## config.mk

```make
export PLATFORM = sky130hd
export DESIGN_NAME = reg_file_sb
export DESIGN_NICKNAME = d
export VERILOG_FILES = /design/src/rtl/reg_file_sb.sv
export SDC_FILE = /design/constraint.sdc
export NUM_CORES = 2
export LEC_CHECK = 0
export BUFFER_PORTS_ARGS = -buffer_cell sky130_fd_sc_hd__buf_2
export CAP_MARGIN = 20
export CORE_MARGIN = 5
export CORE_UTILIZATION = 42
export CTS_BUF_LIST = sky130_fd_sc_hd__clkbuf_4
export DETAILED_ROUTE_END_ITERATION = 16
export SLEW_MARGIN = 20
export SYNTH_ARGS = -nofsm -noshare
export SYNTH_HDL_FRONTEND = slang
export SYNTH_SLANG_ARGS = --single-unit
```

## constraint.sdc

```tcl
create_clock -name clk -period 5.86 [get_ports clk]
set_input_delay 0.293 -clock clk [delete_from_list [all_inputs] [get_ports clk]]
set_output_delay 0.293 -clock clk [all_outputs]
set_load 0.02 [all_outputs]
```

## src/rtl/reg_file_sb.sv

```systemverilog
// Register file with per-register pending-write scoreboard for RAW hazard detection.
// Define REGFILE_BYPASS_EN to forward same-cycle writeback data to the read ports.
module reg_file_sb #(
    parameter int XLEN     = 32,
    parameter int NREG     = 32,
    parameter int AW       = $clog2(NREG),
    parameter int PEND_W   = 2,
    parameter bit ZERO_REG = 1'b1
) (
    input  logic            clk,
    input  logic            rstd,
    input  logic [AW-1:0]   rd_addr_a,
    output logic [XLEN-1:0] rd_data_a,
    output logic            busy_a,
    input  logic [AW-1:0]   rd_addr_b,
    output logic [XLEN-1:0] rd_data_b,
    output logic            busy_b,
    output logic            hazard,
    input  logic            iss_en,
    input  logic [AW-1:0]   iss_addr,
    output logic            iss_full,
    input  logic            wr_en,
    input  logic [AW-1:0]   wr_addr,
    input  logic [XLEN-1:0] wr_data,
    output logic            wb_err
);

    localparam logic [PEND_W-1:0] PMAX = '1;

    logic [NREG-1:0][XLEN-1:0]   regs_q, regs_d;
    logic [NREG-1:0][PEND_W-1:0] pend_q, pend_d;
    logic                        wb_err_q, wb_err_d;

    always_comb begin : next_state
        logic inc, dec;
        regs_d   = regs_q;
        pend_d   = pend_q;
        wb_err_d = wb_err_q;
        inc      = 1'b0;
        dec      = 1'b0;
        for (int r = 0; r < NREG; r++) begin
            if (!(ZERO_REG && r == 0)) begin
                inc = iss_en && (iss_addr == AW'(r)) && (pend_q[r] != PMAX);
                dec = wr_en && (wr_addr == AW'(r)) && (pend_q[r] != '0);
                if (inc && !dec)
                    pend_d[r] = pend_q[r] + 1'b1;
                else if (dec && !inc)
                    pend_d[r] = pend_q[r] - 1'b1;
                if (wr_en && (wr_addr == AW'(r))) begin
                    regs_d[r] = wr_data;
                    // An issue landing in the same cycle covers the write, so no error.
                    if ((pend_q[r] == '0) && !inc)
                        wb_err_d = 1'b1;
                end
            end
        end
    end

    always_ff @(posedge clk or negedge rstd) begin
        if (!rstd) begin
            regs_q   <= '0;
            pend_q   <= '0;
            wb_err_q <= 1'b0;
        end else begin
            regs_q   <= regs_d;
            pend_q   <= pend_d;
            wb_err_q <= wb_err_d;
        end
    end

    always_comb begin
        rd_data_a = regs_q[rd_addr_a];
        rd_data_b = regs_q[rd_addr_b];
        busy_a    = pend_q[rd_addr_a] != '0;
        busy_b    = pend_q[rd_addr_b] != '0;
`ifdef REGFILE_BYPASS_EN
        // A matching writeback retires one pending write this cycle.
        if (wr_en && (wr_addr == rd_addr_a) && !(ZERO_REG && rd_addr_a == '0)) begin
            rd_data_a = wr_data;
            busy_a    = pend_q[rd_addr_a] > PEND_W'(1);
        end
        if (wr_en && (wr_addr == rd_addr_b) && !(ZERO_REG && rd_addr_b == '0)) begin
            rd_data_b = wr_data;
            busy_b    = pend_q[rd_addr_b] > PEND_W'(1);
        end
`endif
        if (ZERO_REG && rd_addr_a == '0) rd_data_a = '0;
        if (ZERO_REG && rd_addr_b == '0) rd_data_b = '0;
    end

    assign hazard   = busy_a | busy_b;
    assign iss_full = pend_q[iss_addr] == PMAX;
    assign wb_err   = wb_err_q;

endmodule
```

==> impl_metrics.env <==
export IMPL_path_buf_inv=1
export IMPL_fillers=12040
export IMPL_arrival_ns=3.35
export IMPL_place_area_um2=59900
export IMPL_row_count=136
export IMPL_drc=0
export IMPL_synth_edf_count=0
export IMPL_cp_top_family="compound AO/OA/AOI/OAI gates"
export IMPL_hpwl_mm=94.3
export IMPL_leakage_nw=27.6
export IMPL_syn_avg_cell_area_um2=15.5
export IMPL_async_reset_ff_share_pct=100
export IMPL_ys_flop_type="dfrtp_1"
export IMPL_start_util_pct=42.1
export IMPL_grt_pass1_wl_mm=259
export IMPL_cts_root_buf="clkbuf_4"
export IMPL_period_share_pct=62.1
export IMPL_io_buffers=124
export IMPL_ys_seq_area_share_pct=45.7
export IMPL_grt_util_all_layers_pct=23.9
export IMPL_ys_ff_latch=1055
export IMPL_place_congestion=0.827
export IMPL_first_iter_violations=2505
export IMPL_htreeDepth=5
export IMPL_cp_required_ns=5.57
export IMPL_ioPinCount=125
export IMPL_slew_headroom_pct=19.5
export IMPL_via_per_inst=6.15
export IMPL_startpoint_type="register"
export IMPL_worst_pin_slew_ns=1.20
export IMPL_grt_pass1_vias=38420
export IMPL_cts_sinks=1055
export IMPL_powerDensity_nw_per_um2=342
export IMPL_final_common_cell="mux2_2"
export IMPL_routed_wirelength_mm=172
export IMPL_numCtsBuffers=304
export IMPL_cp_max_fo=4
export IMPL_ys_warn_count=0
export IMPL_final_cell_mix="1059 x mux2_2, 1055 x dfrtp_1, 590 x mux4_2"
export IMPL_multi_input_area_um2=29800
export IMPL_cts_path_max_buffers=4
export IMPL_final_util_pct=46.7
export IMPL_grt_overflow_total=0
export IMPL_grt_max_degree=155
export IMPL_clkLatencyLatePin_ns=1.21
export IMPL_worstPathCellList="nor2_1 > mux4_2 > nor3_1 > a2111oi_1 > o2111ai_1 > buf_2"
export IMPL_post_cts_buffers=0
export IMPL_dieArea_um2=145000
export IMPL_setup_viol=0
export IMPL_final_setup_skew_ns=0.0286
export IMPL_drt_first_pass_iters=5
export IMPL_syn_cell_area_um2=57700
export IMPL_setup_ws_ns=2.22
export IMPL_vias=35999
export IMPL_slowest_stage="a2111oi_1"
export IMPL_die_y_um=381
export IMPL_clk_pin_slew_ns=0.06
export IMPL_rsz0062_at_grt="false"
export IMPL_syn_to_final_growth_pct=10.8
export IMPL_design_area_um2=64000
export IMPL_finalCriticalPeriod_ns=3.64
export IMPL_synthCells=3729
export IMPL_cpPeakStageDelay_ns=0.57
export IMPL_clock_fmax_ghz=0.275
export IMPL_worstSetupEndpointType="output port"
export IMPL_hold_path_class="input pin to register"
export IMPL_seq_area_um2=26400
export IMPL_antenna_found_initial=8
export IMPL_die_w_um=381
export IMPL_drive_gt1_share_pct=57.7
export IMPL_irDropWorstVdd_uv=170
export IMPL_hold_viol=0
export IMPL_coreArea_um2=137000
export IMPL_yosys_cell_types_count=62
export IMPL_syn_num_nets=3816
export IMPL_antenna_left=0
export IMPL_wl_per_cell_um=29.3
export IMPL_cts_tree="yes"
export IMPL_cts_resized_gates=0
export IMPL_outcome="finished, final reports clean"
export IMPL_worst_setup_path_type="register to output port"
export IMPL_fin_nets=3967
export IMPL_finalSetupTns_ns=0
export IMPL_slew_violations=0
export IMPL_dp_slack_ns=2.18
export IMPL_drv_cap=0
-- flip-flops by register name, summed over array words and instances (netlist names) --
signal,cells
pend_q,62
regs_q,992
wb_err,1
-- path summary, 6_finish.rpt --
path	cells after the start	startpoint	slack, ns	to
max reg2reg	6	pend_q[8]	3.05	wb_err
min reg2reg	1	pend_q[41]	0.50	pend_q[41]
min	3	wr_data[9]	0.26	regs_q[809]
min in group asynchronous	4	rstd	0.39	regs_q[638]
max in group asynchronous	4	rstd	4.53	regs_q[315]
max	6	pend_q[40]	2.22	hazard
-- per-layer routing --
metal  GRT usage (%)  wire, um  share of wire [%]  vias up
met3            4.60      9140                5.3      264
met5               0        13             0.0076        -
met2            38.9     83900                 49     1100
li1                -         -                  -    14930
met1            32.5     74200                 43    19703
met4            7.64      4520                2.6        2
-- final cells by class --
class / count / area share, %
Multi-Input combinational cell: 2273 / 46.6
Sequential cell: 1055 / 41.3
Clock buffer: 433 / 5.08
Tap cell: 1794 / 3.51
Timing Repair Buffer: 245 / 3.05
Clock inverter: 50 / 0.420
Antenna cell: 5 / 0.0196
Inverter: 1 / 0.00587
-- power by group --
group          switching (W)  leakage [nW]  total [W]  internal (W)
clock network        0.00309          2.13    0.00658       0.00348
registers            0.00128          13.4     0.0101       0.00884
logic                0.00211          12.1    0.00520       0.00309
total                0.00648          27.6     0.0219        0.0154
-- worst register-to-register path, cell delays in order, from the launching register on --
cell	delay (ns)
dfrtp_1	0.43
nor2_1	0.12
a41o_1	0.25
a2111oi_0	0.50
dlygate4sd3_1	0.66
nand4_1	0.12
dlygate4sd3_1	0.61
-- through the flow --
stage | cells | total power, W | hold WS (ns)
floorplan | 3729 | 0.0139 | -0.00259
global placement | 5314 | 0.0152 | 0.390
detailed placement | 5316 | 0.0154 | 0.394
CTS | 5851 | 0.0221 | 0.105
global route | 5852 | 0.0231 | 0.172
finish | 5856 | 0.0219 | 0.264
-- cells in the mapped netlist (3+ instances only) --
cell type | n | share of area (%)
buf_2 | 49 | 0.42
buf_4 | 23 | 0.30
nand4b_1 | 6 | 0.091
nand2b_1 | 6 | 0.065
mux2i_1 | 34 | 0.59
or2_2 | 14 | 0.15
xor2_1 | 62 | 0.94
nor4_1 | 4 | 0.043
nor2b_1 | 6 | 0.065
mux2_1 | 29 | 0.57
nand2_1 | 70 | 0.46
and3_1 | 5 | 0.054
nor3_1 | 9 | 0.078
and4b_1 | 5 | 0.087
xnor2_1 | 31 | 0.47
a211oi_1 | 21 | 0.27
o21ai_0 | 72 | 0.62
nand4_1 | 5 | 0.054
mux2_2 | 1059 | 21
nor2_1 | 80 | 0.52
a211o_1 | 4 | 0.061
buf_1 | 40 | 0.26
nor4bb_1 | 5 | 0.087
nor3b_1 | 4 | 0.052
a21oi_1 | 8 | 0.069
o2111ai_1 | 14 | 0.21
clkbuf_1 | 278 | 1.8
o211ai_1 | 3 | 0.039
buf_6 | 10 | 0.20
ha_1 | 31 | 0.67
nand3b_1 | 5 | 0.065
and2_1 | 4 | 0.043
a22o_1 | 32 | 0.49
mux4_2 | 590 | 23
nand3_1 | 23 | 0.20
dfrtp_1 | 1055 | 46
-- cell families after synthesis --
group	Yosys count	synth area share, %
multiplexers	1712	44.8
XOR/XNOR	93	1.41
AND/OR/NAND/NOR	260	2.26
adder cells (fa/ha/maj)	31	0.672
buffers and inverters	401	2.99
AO/OA/AOI/OAI	177	2.11
flip-flops	1055	45.7
-- what timing repair did --
action,CTS,global route
hold buffers,52,0
endpoints found under the hold margin,2068,0
endpoints found under the setup margin,0,0
Power figures use the tool's default switching activity.
